===== src/rtl/serial_frame_receiver_pkg.sv =====
// Audio link shared definitions: default frame geometry and receiver state encoding.
// Also imported by the matching serial transmitter.
package serial_frame_receiver_pkg;

    localparam int WIDTH_DEF        = 24;
    localparam int CLKS_PER_BIT_DEF = 2;

    typedef enum logic {
        HUNT = 1'b0,
        RECV = 1'b1
    } rx_state_t;

endpackage


===== src/rtl/serial_frame_receiver_bit_timer.sv =====
// rx_bit_timer: bit phase and bit counter for the serial frame receiver.
// It produces the per-bit sample strobe and flags the last bit of a frame.
module rx_bit_timer
    import serial_frame_receiver_pkg::*;
#(
    parameter int WIDTH        = WIDTH_DEF,
    parameter int CLKS_PER_BIT = CLKS_PER_BIT_DEF
) (
    input  logic clk,
    input  logic reset,
    input  logic load,
    input  logic clear,
    input  logic run,
    output logic sample,
    output logic last_bit
);

    localparam int PH_W = $clog2(CLKS_PER_BIT);
    localparam int BC_W = $clog2(WIDTH);
    localparam logic [PH_W-1:0] PH_LAST = PH_W'(CLKS_PER_BIT - 1);
    localparam logic [BC_W-1:0] BC_TOP  = BC_W'(WIDTH - 1);

    logic [PH_W-1:0] phase;
    logic [BC_W-1:0] bit_cnt;
    logic            at_sample;

    assign at_sample = (phase == PH_LAST);

    // The lock cycle itself is phase 0 of the MSB, so loading starts at phase 1.
    always_ff @(posedge clk or posedge reset) begin
        if (reset) begin
            phase   <= '0;
            bit_cnt <= BC_TOP;
        end else if (load) begin
            phase   <= PH_W'(1);
            bit_cnt <= BC_TOP;
        end else if (clear) begin
            phase   <= '0;
            bit_cnt <= BC_TOP;
        end else if (run) begin
            phase <= at_sample ? '0 : phase + PH_W'(1);
            if (at_sample) begin
                bit_cnt <= (bit_cnt == '0) ? BC_TOP : bit_cnt - BC_W'(1);
            end
        end
    end

    assign sample   = run && at_sample;
    assign last_bit = (bit_cnt == '0);

endmodule


===== src/rtl/serial_frame_receiver.sv =====
// Serial-to-parallel receiver for the framed audio link, locking on the frame marker's falling edge.
// Optional framing check of the marker at every sample point is enabled by defining FRAME_CHECK_EN.
module serial_frame_receiver
    import serial_frame_receiver_pkg::*;
#(
    parameter int WIDTH        = WIDTH_DEF,
    parameter int CLKS_PER_BIT = CLKS_PER_BIT_DEF
) (
    input  logic             clk,
    input  logic             reset,
    input  logic             data_in,
    input  logic             sync_in,
    output logic [WIDTH-1:0] data_out,
    output logic             data_valid,
    output logic             locked,
    output logic             frame_error
);

    rx_state_t        state;
    rx_state_t        state_nxt;
    logic             sync_d;
    logic [WIDTH-1:0] shift_reg;
    logic             sample;
    logic             last_bit;
    logic             fall;
    logic             load;
    logic             check_err;
    logic             word_done;

    assign fall = sync_d && !sync_in;
    assign load = (state == HUNT) && fall;

`ifdef FRAME_CHECK_EN
    // The marker must be high exactly at the sample of bit 0 and low at every other sample.
    assign check_err = sample && (sync_in != last_bit);
`else
    assign check_err = 1'b0;
`endif

    assign word_done = sample && last_bit && !check_err;

    rx_bit_timer #(
        .WIDTH        (WIDTH),
        .CLKS_PER_BIT (CLKS_PER_BIT)
    ) u_bit_timer (
        .clk      (clk),
        .reset    (reset),
        .load     (load),
        .clear    (check_err),
        .run      (state == RECV),
        .sample   (sample),
        .last_bit (last_bit)
    );

    always_comb begin
        state_nxt = state;
        case (state)
            HUNT: if (fall)      state_nxt = RECV;
            RECV: if (check_err) state_nxt = HUNT;
            default:             state_nxt = HUNT;
        endcase
    end

    always_ff @(posedge clk or posedge reset) begin
        if (reset) begin
            state  <= HUNT;
            sync_d <= 1'b0;
        end else begin
            state  <= state_nxt;
            sync_d <= sync_in;
        end
    end

    always_ff @(posedge clk or posedge reset) begin
        if (reset) begin
            shift_reg  <= '0;
            data_out   <= '0;
            data_valid <= 1'b0;
        end else begin
            data_valid <= word_done;
            if (load) begin
                shift_reg <= '0;
            end else if (sample) begin
                shift_reg <= {shift_reg[WIDTH-2:0], data_in};
            end
            if (word_done) begin
                data_out <= {shift_reg[WIDTH-2:0], data_in};
            end
        end
    end

`ifdef FRAME_CHECK_EN
    always_ff @(posedge clk or posedge reset) begin
        if (reset) begin
            frame_error <= 1'b0;
        end else begin
            frame_error <= check_err;
        end
    end
`else
    assign frame_error = 1'b0;
`endif

    assign locked = (state == RECV);

endmodule

===== config.mk =====
export PLATFORM = sky130hd
export DESIGN_NAME = serial_frame_receiver
export DESIGN_NICKNAME = d
export VERILOG_FILES = /design/src/rtl/serial_frame_receiver_pkg.sv /design/src/rtl/serial_frame_receiver_bit_timer.sv /design/src/rtl/serial_frame_receiver.sv
export SDC_FILE = /design/constraint.sdc
export NUM_CORES = 1
export LEC_CHECK = 0
export CAP_MARGIN = 20
export CORE_UTILIZATION = 50
export CTS_CLUSTER_SIZE = 14
export DETAILED_ROUTE_END_ITERATION = 7
export GPL_TIMING_DRIVEN = 0
export PLACE_DENSITY = 0.84
export SLEW_MARGIN = 20
export SYNTH_ARGS = -nofsm -noshare
export SYNTH_HDL_FRONTEND = slang
export SYNTH_SLANG_ARGS = --single-unit

===== constraint.sdc =====
create_clock -name clk -period 3 [get_ports clk]
set_clock_uncertainty 0.1 [all_clocks]
set_input_delay 0.3 -clock clk [delete_from_list [all_inputs] [get_ports clk]]
set_output_delay 0.3 -clock clk [all_outputs]
set_load 0.03 [all_outputs]

# Word-level counts from Yosys, hierarchy flattened
# Index checks and enable logic that the tools add are counted.
# word_totals
register_bits,56
output_inout_bits,27
elab_cells,31
# op_classes
addsub,2
muxes,11
bitwise,1
reduce_logical,10
# op_table
op,count
23-bit 2-to-1 mux,2
5-bit 2-to-1 mux,4
2-bit nonzero test,3
5-bit zero test,1
5-bit by 1-bit subtractor with 5-bit output (second input constant),1
1-bit logical AND,4
1-bit 2-to-1 mux,4
1-bit case mux with 2 select lines,1
2-bit AND reduction,1
1-bit adder (second input constant),1
1-bit zero test,1
1-bit inverter,1

# Logic depth before layout (Yosys ltp)
# logic_depth
word_depth,5
depth_mapped,5
depth_no_buf,5

# By module
# A second synthesis with hierarchy kept.
# unflattened
cells_unflattened,165
hier_area_um2,2322.2
# modules_own_cells
module,n_inst,cells_per_inst,area_each_um2,seq_area_each_um2
serial_frame_receiver,1,135,2018.2,1251.2
rx_bit_timer,1,30,304.0,155.1

# Least setup slack after synthesis
# OpenSTA, ideal clock, no wires.
# synth_timing
path_kind,register -> register
from,"register state, in the netlist locked"
to,register data_out[10]
arrival_time_ps,1450
required_time_ps,2775
slack_ps,1325
stages_incl_launch_ff,6
n_path_buf,2
path_cell_list,dfrtp_1 -> and2_1 -> buf_4 -> nand3_4 -> buf_6 -> mux2_4
# synth_between
elab_chain_len,2
# synth_lines
element,line,text
from (decl),serial_frame_receiver.sv:19,rx_state_t state;
from (signal assigned),serial_frame_receiver.sv:69,state <= state_nxt;
1-bit logical AND,serial_frame_receiver_bit_timer.sv:48,assign sample = run && at_sample;
1-bit logical AND,serial_frame_receiver.sv:40,assign word_done = sample && last_bit && !check_err;
to (signal assigned),serial_frame_receiver.sv:87,"data_out <= {shift_reg[WIDTH-2:0], data_in};"
to (decl),serial_frame_receiver.sv:13,"output logic [WIDTH-1:0] data_out,"
# Every way passes these cells.
# A chain may end at the register's enable or synchronous reset.

# Final worst setup path
# layout_timing
from,"register state, in the netlist locked"
to,output locked
# layout_lines
element,line,text
to (decl),serial_frame_receiver.sv:15,"output logic locked,"
# No word-level cell between the ends.

==> flow_metrics.tcl <==
set metrics [dict create \
    viasPerCell 5.29 \
    crit_type "register to primary output" \
    layout-drive-gt1-share 0.198 \
    ys.warnings.count 0 \
    ant_nets 0 \
    crit_buf_inv 1 \
    yosys_register_bits 56 \
    clk_pin_slew_ns 0.09 \
    clockRootBuffer "clkbuf_8" \
    die_h_um 69.7 \
    layout_common_cells "dfrtp_1 (52), nand2_1 (49), clkdlybuf4s50_1 (29)" \
    max_slew_margin 0.664 \
    gp_congestion 0.767 \
    io_buffer_count 29 \
    drc 0 \
    cts_setup_buffers 0 \
    drtPass1Iterations 4 \
    finalCriticalPeriod_ns 1.86 \
    cp_slowest_cell "clkdlybuf4s50_1" \
    p_sw_frac 0.368 \
    grt_usage 0.182 \
    peakVddDrop_mv 0.392 \
    worstSkewPairLatency_ns 0.31 \
    p_per_area_nw_per_um2 1040 \
    fin_crit_sh 0.621 \
    dp.cells 271 \
    instances_no_fill 279 \
    drt-initial-drc-count 67 \
    total_leakage_power_nw 1.39 \
    p_total_mw 2.87 \
    synth_seq_area_share 0.615 \
    start_util 0.522 \
    comb_power_share 0.404 \
    avgRoutedWirePerCell_um 14.3 \
    finish.utilization 0.628 \
    postSynthNetCount 194 \
    nets 231 \
    stdcell_area_um2 2750 \
    clockPowerShare 0.146 \
    cp.arrival_ns 1.46 \
    htreeDepth 2 \
    antenna_found_initial 0 \
    crit_path_max_fanout 8 \
    areaGrowthSynthToFinish_pct 20.3 \
    fmax_mhz 537 \
    num_rows 24 \
    die_area_um2 4850 \
    drv_slew 0 \
    required_ns 2.60 \
    p_int_mw 1.81 \
    critPathTopFamily "buffers and inverters" \
    syn_area_per_cell_um2 12.1 \
    grt_max_degree 34 \
    rsz0062_at_grt "false" \
    wirelength_mm 4.00 \
    worst_pin_slew_ns 0.503 \
    largest_reg_flops 24 \
    setup-violations-final 0 \
    cp-end-kind "primary output" \
    slowest_delay_ns 0.71 \
    hold_violations 0 \
    critPathLaunchType "register" \
    layout_commonest_cell "dfrtp_1" \
    vias 1477 \
    coreArea_um2 4380 \
    dp_hpwl_mm 2.76 \
    cap_violations 0 \
    p_seq_frac 0.450 \
    cts.sink_count 56 \
    grt_overflow 0 \
    grt_pass1_wl_mm 6.89 \
    grt_pass1_vias 1449 \
    cts_made_buffers 5 \
    synthDistinctLibCells 30 \
    syn_area_um2 2290 \
    syn_inst 189 \
    cts_resized 0 \
    tns_ns 0 \
    crit_chain "clkdlybuf4s50_1" \
    cts_tree "yes" \
    io_pins 31 \
    cts_hold_buffers 0 \
    hp-class "primary input to asynchronous set/reset pin" \
    num_antenna_cells 0 \
    cts_max_path_buffers 2 \
    switching_power_mw 1.06 \
    die_w_um 69.7 \
    status "complete, no violations" \
    placed_area_um2 2660 \
]
## logic make-up after synthesis
family / count (synthesis) / share of synthesized area
AND/OR/NAND/NOR: 81 / 0.161
flip-flops: 56 / 0.615
multiplexers: 24 / 0.148
buffers and inverters: 15 / 0.0355
AO/OA/AOI/OAI: 9 / 0.0262
XOR/XNOR: 2 / 0.00766
adder cells (fa/ha/maj): 1 / 0.00547
other: 1 / 0.00164
## synthesized netlist by cell type, drive strengths merged
cell type  instances  area, um2
a21o               1       7.51
a21oi              3       15.0
a221o              1       10.0
and2               1       6.26
buf                6       47.5
clkbuf             5       18.8
conb               1       3.75
dfrtp             52       1300
dfstp              4        105
ha                 1       12.5
inv                4       15.0
mux2              24        338
nand2             49        184
nand2b             2       12.5
nand3             24        133
nor2               1       3.75
nor2b              1       6.26
nor3               2       15.0
o211ai             1       7.51
o21a               1       7.51
o21ai              1       5.00
o31ai              1       7.51
or3b               1       8.76
xnor2              1       8.76
xor2               1       8.76
## power by group through the flow
stage | registers (mW) | logic (mW) | clock network (mW)
6_report | 1.29 | 1.16 | 0.418
5_1_grt | 1.33 | 1.25 | 0.451
4_1_cts | 1.29 | 1.17 | 0.426
3_5_place_dp | 1.31 | 1.16 | 0
3_3_place_gp | 1.29 | 1.13 | 0
2_1_floorplan | 1.52 | 0.528 | 0
## cell type report
class,instances,area [um2]
clock buffer,8,90.1
fill,345,1630
multi-input combinational,118,801
buffer,11,66.3
inverter,4,15.0
timing repair buffer,30,310
sequential,56,1410
tap,52,65.1
## stage by stage
stage	hold slack, ns	worst slack, ns
finish	0.243	1.14
global route	0.288	1.08
CTS	0.256	1.13
detailed placement	0.386	0.995
global placement	0.379	0.316
floorplan	0.231	1.24
## layer usage
layer	vias to the layer above	GRT usage	routed length [um]
li1	699	-	-
met2	34	0.277	1880
met4	0	0.0733	90
met5	-	0	0
met1	735	0.253	1870
met3	9	0.0451	159
## worst paths after layout
check | start | to | slack (ns) | cells past startpoint
min in group clk | sync_in | sync_d | 0.38 | 1
max in group asynchronous | reset | u_bit_timer.bit_cnt[4] | 1.94 | 3
max reg2reg | u_bit_timer.bit_cnt[0] | data_out[2] | 1.24 | 5
min reg2reg | shift_reg[9] | shift_reg[10] | 0.40 | 2
min | reset | data_out[14] | 0.24 | 2
max | locked | locked | 1.14 | 1
Power figures use the tool's default switching activity.
